File: src/rtl/pwm_fade_ctrl.sv
// rtl/pwm_fade_ctrl.sv - PWM duty fade controller with step divider and optional gamma map
// Optional square-law output mapping enabled by defining PWM_FADE_GAMMA_EN.
module pwm_fade_ctrl #(
  parameter int DIV_W = 16
) (
  input  logic             clk,
  input  logic             rst_n,
  input  logic             en,
  input  logic [7:0]       target,
  input  logic             target_valid,
  output logic             target_ready,
  input  logic [DIV_W-1:0] step_div,
  input  logic [7:0]       step_size,
  output logic [7:0]       duty,
  output logic             pwm_en,
  output logic             busy,
  output logic             done
);

  typedef enum logic [1:0] {
    IDLE = 2'd0,
    RAMP = 2'd1,
    DONE = 2'd2
  } state_t;

  state_t           state, state_nxt;
  logic [7:0]       level, level_nxt;
  logic [7:0]       tgt, tgt_nxt;
  logic [DIV_W-1:0] cnt, cnt_nxt;

  logic [8:0] step9, lvl9, tgt9, diff_up, diff_dn, sum9, sub9;

  always_ff @(posedge clk or negedge rst_n) begin
    if (!rst_n) begin
      state  <= IDLE;
      level  <= 8'd0;
      tgt    <= 8'd0;
      cnt    <= '0;
      pwm_en <= 1'b0;
    end else begin
      state  <= state_nxt;
      level  <= level_nxt;
      tgt    <= tgt_nxt;
      cnt    <= cnt_nxt;
      pwm_en <= en;
    end
  end

  // 9-bit arithmetic keeps the overshoot/underflow comparisons free of wrap
  always_comb begin
    step9   = (step_size == 8'd0) ? 9'd1 : {1'b0, step_size};
    lvl9    = {1'b0, level};
    tgt9    = {1'b0, tgt};
    diff_up = tgt9 - lvl9;
    diff_dn = lvl9 - tgt9;
    sum9    = lvl9 + step9;
    sub9    = lvl9 - step9;
  end

  always_comb begin
    state_nxt = state;
    level_nxt = level;
    tgt_nxt   = tgt;
    cnt_nxt   = cnt;
    case (state)
      IDLE: begin
        if (en && target_valid) begin
          tgt_nxt   = target;
          cnt_nxt   = '0;
          state_nxt = (target != level) ? RAMP : DONE;
        end
      end
      RAMP: begin
        if (!en) begin
          state_nxt = IDLE;
        end else if (cnt == step_div) begin
          cnt_nxt = '0;
          if (tgt9 >= lvl9) begin
            if (diff_up <= step9) begin
              level_nxt = tgt;
              state_nxt = DONE;
            end else begin
              level_nxt = sum9[7:0];
            end
          end else begin
            if (diff_dn <= step9) begin
              level_nxt = tgt;
              state_nxt = DONE;
            end else begin
              level_nxt = sub9[7:0];
            end
          end
        end else begin
          cnt_nxt = cnt + DIV_W'(1);
        end
      end
      DONE: begin
        state_nxt = IDLE;
      end
      default: begin
        state_nxt = IDLE;
      end
    endcase
  end

  assign target_ready = rst_n && en && (state == IDLE);
  assign busy         = (state == RAMP);
  assign done         = (state == DONE) && en;

`ifdef PWM_FADE_GAMMA_EN
  logic [15:0] level_sq;
  logic [16:0] level_sq_rnd;

  always_comb begin
    level_sq     = 16'(level) * 16'(level);
    level_sq_rnd = {1'b0, level_sq} + 17'd255;
  end

  always_ff @(posedge clk or negedge rst_n) begin
    if (!rst_n) duty <= 8'd0;
    else        duty <= level_sq_rnd[15:8];
  end
`else
  always_ff @(posedge clk or negedge rst_n) begin
    if (!rst_n) duty <= 8'd0;
    else        duty <= level;
  end
`endif

endmodule

File: config.mk
export PLATFORM = sky130hd
export DESIGN_NAME = pwm_fade_ctrl
export DESIGN_NICKNAME = d
export VERILOG_FILES = /design/src/rtl/pwm_fade_ctrl.sv
export SDC_FILE = /design/constraint.sdc
export NUM_CORES = 1
export LEC_CHECK = 0
export ABC_CLOCK_PERIOD_IN_PS = 3800
export CAP_MARGIN = 25
export CORE_MARGIN = 10
export CORE_UTILIZATION = 45
export DETAILED_ROUTE_END_ITERATION = 10
export HOLD_SLACK_MARGIN = 0.12
export PLACE_DENSITY = 0.81
export RECOVER_POWER = 50
export SYNTH_ARGS = -nofsm -noshare
export SYNTH_HDL_FRONTEND = slang
export SYNTH_SLANG_ARGS = --single-unit
File: constraint.sdc
create_clock -name clk -period 3.8 [get_ports clk]
set_clock_uncertainty 0.2 [all_clocks]
set_input_delay 0.76 -clock clk [delete_from_list [all_inputs] [get_ports clk]]
set_output_delay 0.76 -clock clk [all_outputs]
set_load 0.01 [all_outputs]
==> summary by stage <==
Run status
The run finished, with violations left. The final reports fail on setup timing.

Setup path
Walking the worst path, the cells encountered are buf_6, ha_4, fa_2, nor2b_1, o21ai_1, nand2_1, xnor2_1, ha_1, and4_1, a221o_1, a221oi_2, o22ai_4, buf_6, a32o_1, a21o_1, o22ai_1. The worst setup path is captured at a flop. Along the worst path, the maximum fanout reaches 5.

Data on the critical path is required at its endpoint by 3.82 ns. The cell family with the largest share of critical-path delay is compound AO/OA/AOI/OAI gates. The worst endpoint data arrival time is 3.94 ns. The number of buffer and inverter instances along the worst setup path is 2.

The slowest stage of the critical path belongs to the cell sky130_fd_sc_hd__dfrtp_1. The cell type with the highest occurrence count on the critical path is sky130_fd_sc_hd__buf_6. The worst setup path category is reg -> reg. On the worst path, the slowest cell contributes a delay of 0.42 ns. The worst setup path is launched from a flop.

STA
The worst pin sits at a relative slew slack of 62.67%. The slack of the critical path is -0.1247 ns. The number of hold violations in the final report was 0.

The number of max-slew violations in the final report was 0. The total negative slack for setup checks is -0.3448 ns. The worst path uses 103.3% of the clock period. For the pin with the worst max-slew slack, the measured transition is 0.5600 ns. Setup repair after global routing could not meet its margin everywhere. The final setup violation count is 6. On the final layout, the worst hold slack is 0.3287 ns. Counting I/O delays and the setup requirement, the final critical path takes 3.925 ns.

Derived from the worst setup path, the maximum achievable clock frequency is 254.8 MHz.

Power
IR analysis of the VDD net gives a maximum drop of 0.1852 mV. Combinational logic burns 56.1% of the power. The net switching share of the total power is 40.23%. In this run the power density over the cells is 362.0 nW/um^2.

In this run the static leakage power is 2.336 nW. The net switching component of the power is 0.7489 mW. The clock network burns 16.3% of the power. The sequential cell fraction of total power is 27.6%. The cell-internal power is 1.112 mW.

Synth
The total of flip-flops plus latches after synthesis is 43. Summing every instance area after synthesis gives 3918 sq um. The proportion of register bits with asynchronous set or reset after synthesis is 100.0%. Synthesis produced a netlist with a net count of 541. Yosys mapped a number of flops with a built-in enable equal to 0. The average instance area after synthesis is 8.610 sq um. The most used flip-flop cell after synthesis is sky130_fd_sc_hd__dfrtp_1. The Yosys step of the flow raised 0 warnings. The cell count after synthesis is 455. The fraction of the yosys area taken by sequential cells is 27.47%. The number of distinct library cells after synthesis is 65.

Global route
The number of antenna violations at the first check in global routing was 0. For this run the aggregate overflow at the end of global routing stands at 0. The first-pass GRT wire length is 18190 um. Entering global routing, the biggest net connects 44 pins.

The number of global-route vias before repair is 3700. The global router's overall resource usage is 16.87%.

Routing
For this run, the detailed router's first-pass iteration total came to 5. The per-cell routed wire length is 17.50 um. After detailed routing, the number of remaining DRC violations is 0. The number of DRC markers in iteration 0 is 229. The via count is 3781. For this block, the routed nets add up to 11390 um of wire. After detailed routing, the number of vias per cell comes to 5.808. The count of nets left with antenna violations once routing finished came out at 0.

Clocking
Counting the buffers created by CTS gives 5. The count of H-tree levels built during CTS is 2. The maximum number of buffers from clock root to sink is 2. The cell sitting at the root of the clock tree is a sky130_fd_sc_hd__clkbuf_8. TritonCTS built the clock tree. In this run, post-CTS hold repair placed 0 buffers. The number of sinks driven by the clock tree is 43. Clock-pin slew was measured on the worst setup and hold paths at 0.10 ns. Clock latency on the worst-skew pair, taken at its later pin, is 0.31 ns.

Floorplan
48 I/O pins were placed. The die width is 113.3 um. From bottom edge to top edge, the die measures 113.3 um.

The floorplan has 33 rows. The die outline area is 12840 sq um. The total core area is 8341 sq um. The initial utilization of the core area, before any placement, comes to 46.97%.

Place
The HPWL after detailed placement is 8616 um. The routability-driven placement congestion ratio is 0.9135. The count of buffers from port buffering is 47. The worst slack at placement is -0.3181 ns. The count of placed standard cells including taps is 632.

Final layout
The finished layout holds 651 standard cells, fillers aside. The repair_antennas step left the layout with diodes totalling 0. The final layout net count is 631. Relative to the synthesized area, the layout overhead comes to 31.27%. The share of layout cells above drive strength 1 is 20.15%.

Hold path
The path category of the worst min-delay check is reg -> reg.

Job
The tool flagged a number of max-cap violations equal to 0.
## path summary, 6_finish.rpt
path	startpoint	slack, ns	endpoint	depth (start not counted)
worst max-delay path	tgt[0]	-0.12	level[5]	16
worst min-delay path	cnt[14]	0.33	cnt[14]	1
worst max register to register	tgt[0]	-0.12	level[5]	16
worst min register to register	cnt[14]	0.33	cnt[14]	1
max in group asynchronous	rst_n	2.64	level[0]	2
min in group asynchronous	rst_n	0.36	cnt[9]	2
## layout by cell type (no fill, tap or decap), types with 12 or more instances in the layout
| cell type | instances |
|---|---|
| sky130_fd_sc_hd__a21oi_1 | 15 |
| sky130_fd_sc_hd__buf_4 | 46 |
| sky130_fd_sc_hd__clkdlybuf4s50_1 | 46 |
| sky130_fd_sc_hd__dfrtp_1 | 41 |
| sky130_fd_sc_hd__ha_1 | 42 |
| sky130_fd_sc_hd__inv_1 | 42 |
| sky130_fd_sc_hd__nand2_1 | 31 |
| sky130_fd_sc_hd__nand4_1 | 12 |
| sky130_fd_sc_hd__nor2_1 | 30 |
| sky130_fd_sc_hd__o21ai_0 | 32 |
| sky130_fd_sc_hd__xnor2_1 | 19 |
| sky130_fd_sc_hd__xor2_1 | 19 |
## timing repair
action	4_1_cts	5_1_grt
gates resized for setup	19	31
setup buffers	5	4
setup endpoints to repair	10	10
cloned	1	0
pin swaps	15	13
## final cells by class
type / instances / area, sq um
tap: 105 / 131.4
fill: 696 / 3198
sequential: 43 / 1079
clock inverter: 3 / 25.02
timing repair buffer: 103 / 885.9
inverter: 46 / 172.7
multi-input combinational: 346 / 2780
clock buffer: 5 / 68.82
## stage by stage
step	instance area, sq um	power [mW]	util (%)
6_report	5142	1.861	61.66
5_1_grt	5142	1.982	61.66
4_1_cts	4962	1.725	59.50
3_5_place_dp	4767	1.362	57.16
3_3_place_gp	4767	1.328	57.16
2_1_floorplan	3918	1.076	-
## layer usage
layer	track usage [%]	wire, um	vias up
met2	28.99	5679	136
met1	20.87	4895	1831
li1	-	-	1800
met3	3.645	646	14
met4	4.146	170	0
met5	0	0	-
## worst register-to-register path: stages, from the launching register on
cell                       delay [ns]
sky130_fd_sc_hd__dfrtp_1         0.42
sky130_fd_sc_hd__buf_6           0.13
sky130_fd_sc_hd__ha_4            0.15
sky130_fd_sc_hd__fa_2            0.35
sky130_fd_sc_hd__nor2b_1         0.13
sky130_fd_sc_hd__o21ai_1         0.10
sky130_fd_sc_hd__nand2_1         0.14
sky130_fd_sc_hd__xnor2_1         0.14
sky130_fd_sc_hd__ha_1            0.27
sky130_fd_sc_hd__and4_1          0.18
sky130_fd_sc_hd__a221o_1         0.38
sky130_fd_sc_hd__a221oi_2        0.36
sky130_fd_sc_hd__o22ai_4         0.14
sky130_fd_sc_hd__buf_6           0.17
sky130_fd_sc_hd__a32o_1          0.27
sky130_fd_sc_hd__a21o_1          0.19
sky130_fd_sc_hd__o22ai_1         0.13
## flip-flops by register name (all words and copies together) (netlist names)
register	cells
cnt	16
duty	8
level	8
tgt	8
state	2
pwm_en	1
## power groups by stage
stage	Clock (mW)	Combinational, mW	Sequential [mW]
5_1_grt	0.335	1.13	0.517
3_3_place_gp	0	0.809	0.519
6_report	0.304	1.04	0.513
2_1_floorplan	0	0.566	0.510
3_5_place_dp	0	0.842	0.520
4_1_cts	0.313	0.900	0.512
## logic make-up (layout without fill, tap and decap cells)
kind of cell | count (synthesis) | in the layout | share of synthesized area (%)
simple gates | 125 | 125 | 17.12
fa+ha+maj | 50 | 50 | 16.74
buf+inv | 66 | 157 | 6.579
mux | 2 | 2 | 0.5429
xor+xnor | 39 | 39 | 8.719
compound gates | 130 | 130 | 22.84
flops | 43 | 43 | 27.47
## synth_stat cells, types with 2 or more instances
master / n / area (sq um)
sky130_fd_sc_hd__ha_1: 46 / 575.6
sky130_fd_sc_hd__inv_1: 46 / 172.7
sky130_fd_sc_hd__dfrtp_1: 43 / 1076
sky130_fd_sc_hd__o21ai_0: 33 / 165.2
sky130_fd_sc_hd__nand2_1: 31 / 116.4
sky130_fd_sc_hd__nor2_1: 31 / 116.4
sky130_fd_sc_hd__xnor2_1: 20 / 175.2
sky130_fd_sc_hd__xor2_1: 19 / 166.4
sky130_fd_sc_hd__a21oi_1: 18 / 90.09
sky130_fd_sc_hd__nand4_1: 12 / 75.07
sky130_fd_sc_hd__and3_1: 11 / 68.82
sky130_fd_sc_hd__clkbuf_1: 11 / 41.29
sky130_fd_sc_hd__a21o_1: 8 / 60.06
sky130_fd_sc_hd__buf_2: 8 / 40.04
sky130_fd_sc_hd__nand3_1: 7 / 35.03
sky130_fd_sc_hd__nor2b_1: 7 / 43.79
sky130_fd_sc_hd__a31oi_1: 6 / 37.54
sky130_fd_sc_hd__o21ai_1: 6 / 30.03
sky130_fd_sc_hd__o22ai_1: 5 / 31.28
sky130_fd_sc_hd__a2bb2oi_1: 4 / 35.03
sky130_fd_sc_hd__fa_1: 4 / 80.08
sky130_fd_sc_hd__nand2b_1: 4 / 25.02
sky130_fd_sc_hd__nor3_1: 4 / 20.02
sky130_fd_sc_hd__nor4_2: 4 / 50.05
sky130_fd_sc_hd__o21a_1: 4 / 30.03
sky130_fd_sc_hd__o31ai_1: 4 / 30.03
sky130_fd_sc_hd__a211oi_1: 3 / 22.52
sky130_fd_sc_hd__o31a_1: 3 / 26.28
sky130_fd_sc_hd__o41ai_1: 3 / 26.28
sky130_fd_sc_hd__a21oi_2: 2 / 17.52
sky130_fd_sc_hd__a221oi_1: 2 / 17.52
sky130_fd_sc_hd__a22oi_1: 2 / 15.01
sky130_fd_sc_hd__a32o_1: 2 / 20.02
sky130_fd_sc_hd__a32oi_1: 2 / 17.52
sky130_fd_sc_hd__a41o_1: 2 / 20.02
sky130_fd_sc_hd__and4_1: 2 / 17.52
sky130_fd_sc_hd__nand3b_1: 2 / 15.01
sky130_fd_sc_hd__o2111ai_1: 2 / 17.52
sky130_fd_sc_hd__o211ai_1: 2 / 15.01
sky130_fd_sc_hd__o21ba_2: 2 / 20.02
sky130_fd_sc_hd__o21bai_1: 2 / 15.01
sky130_fd_sc_hd__o22a_1: 2 / 17.52
sky130_fd_sc_hd__or2_2: 2 / 12.51
(Power assumes the default switching activity.)
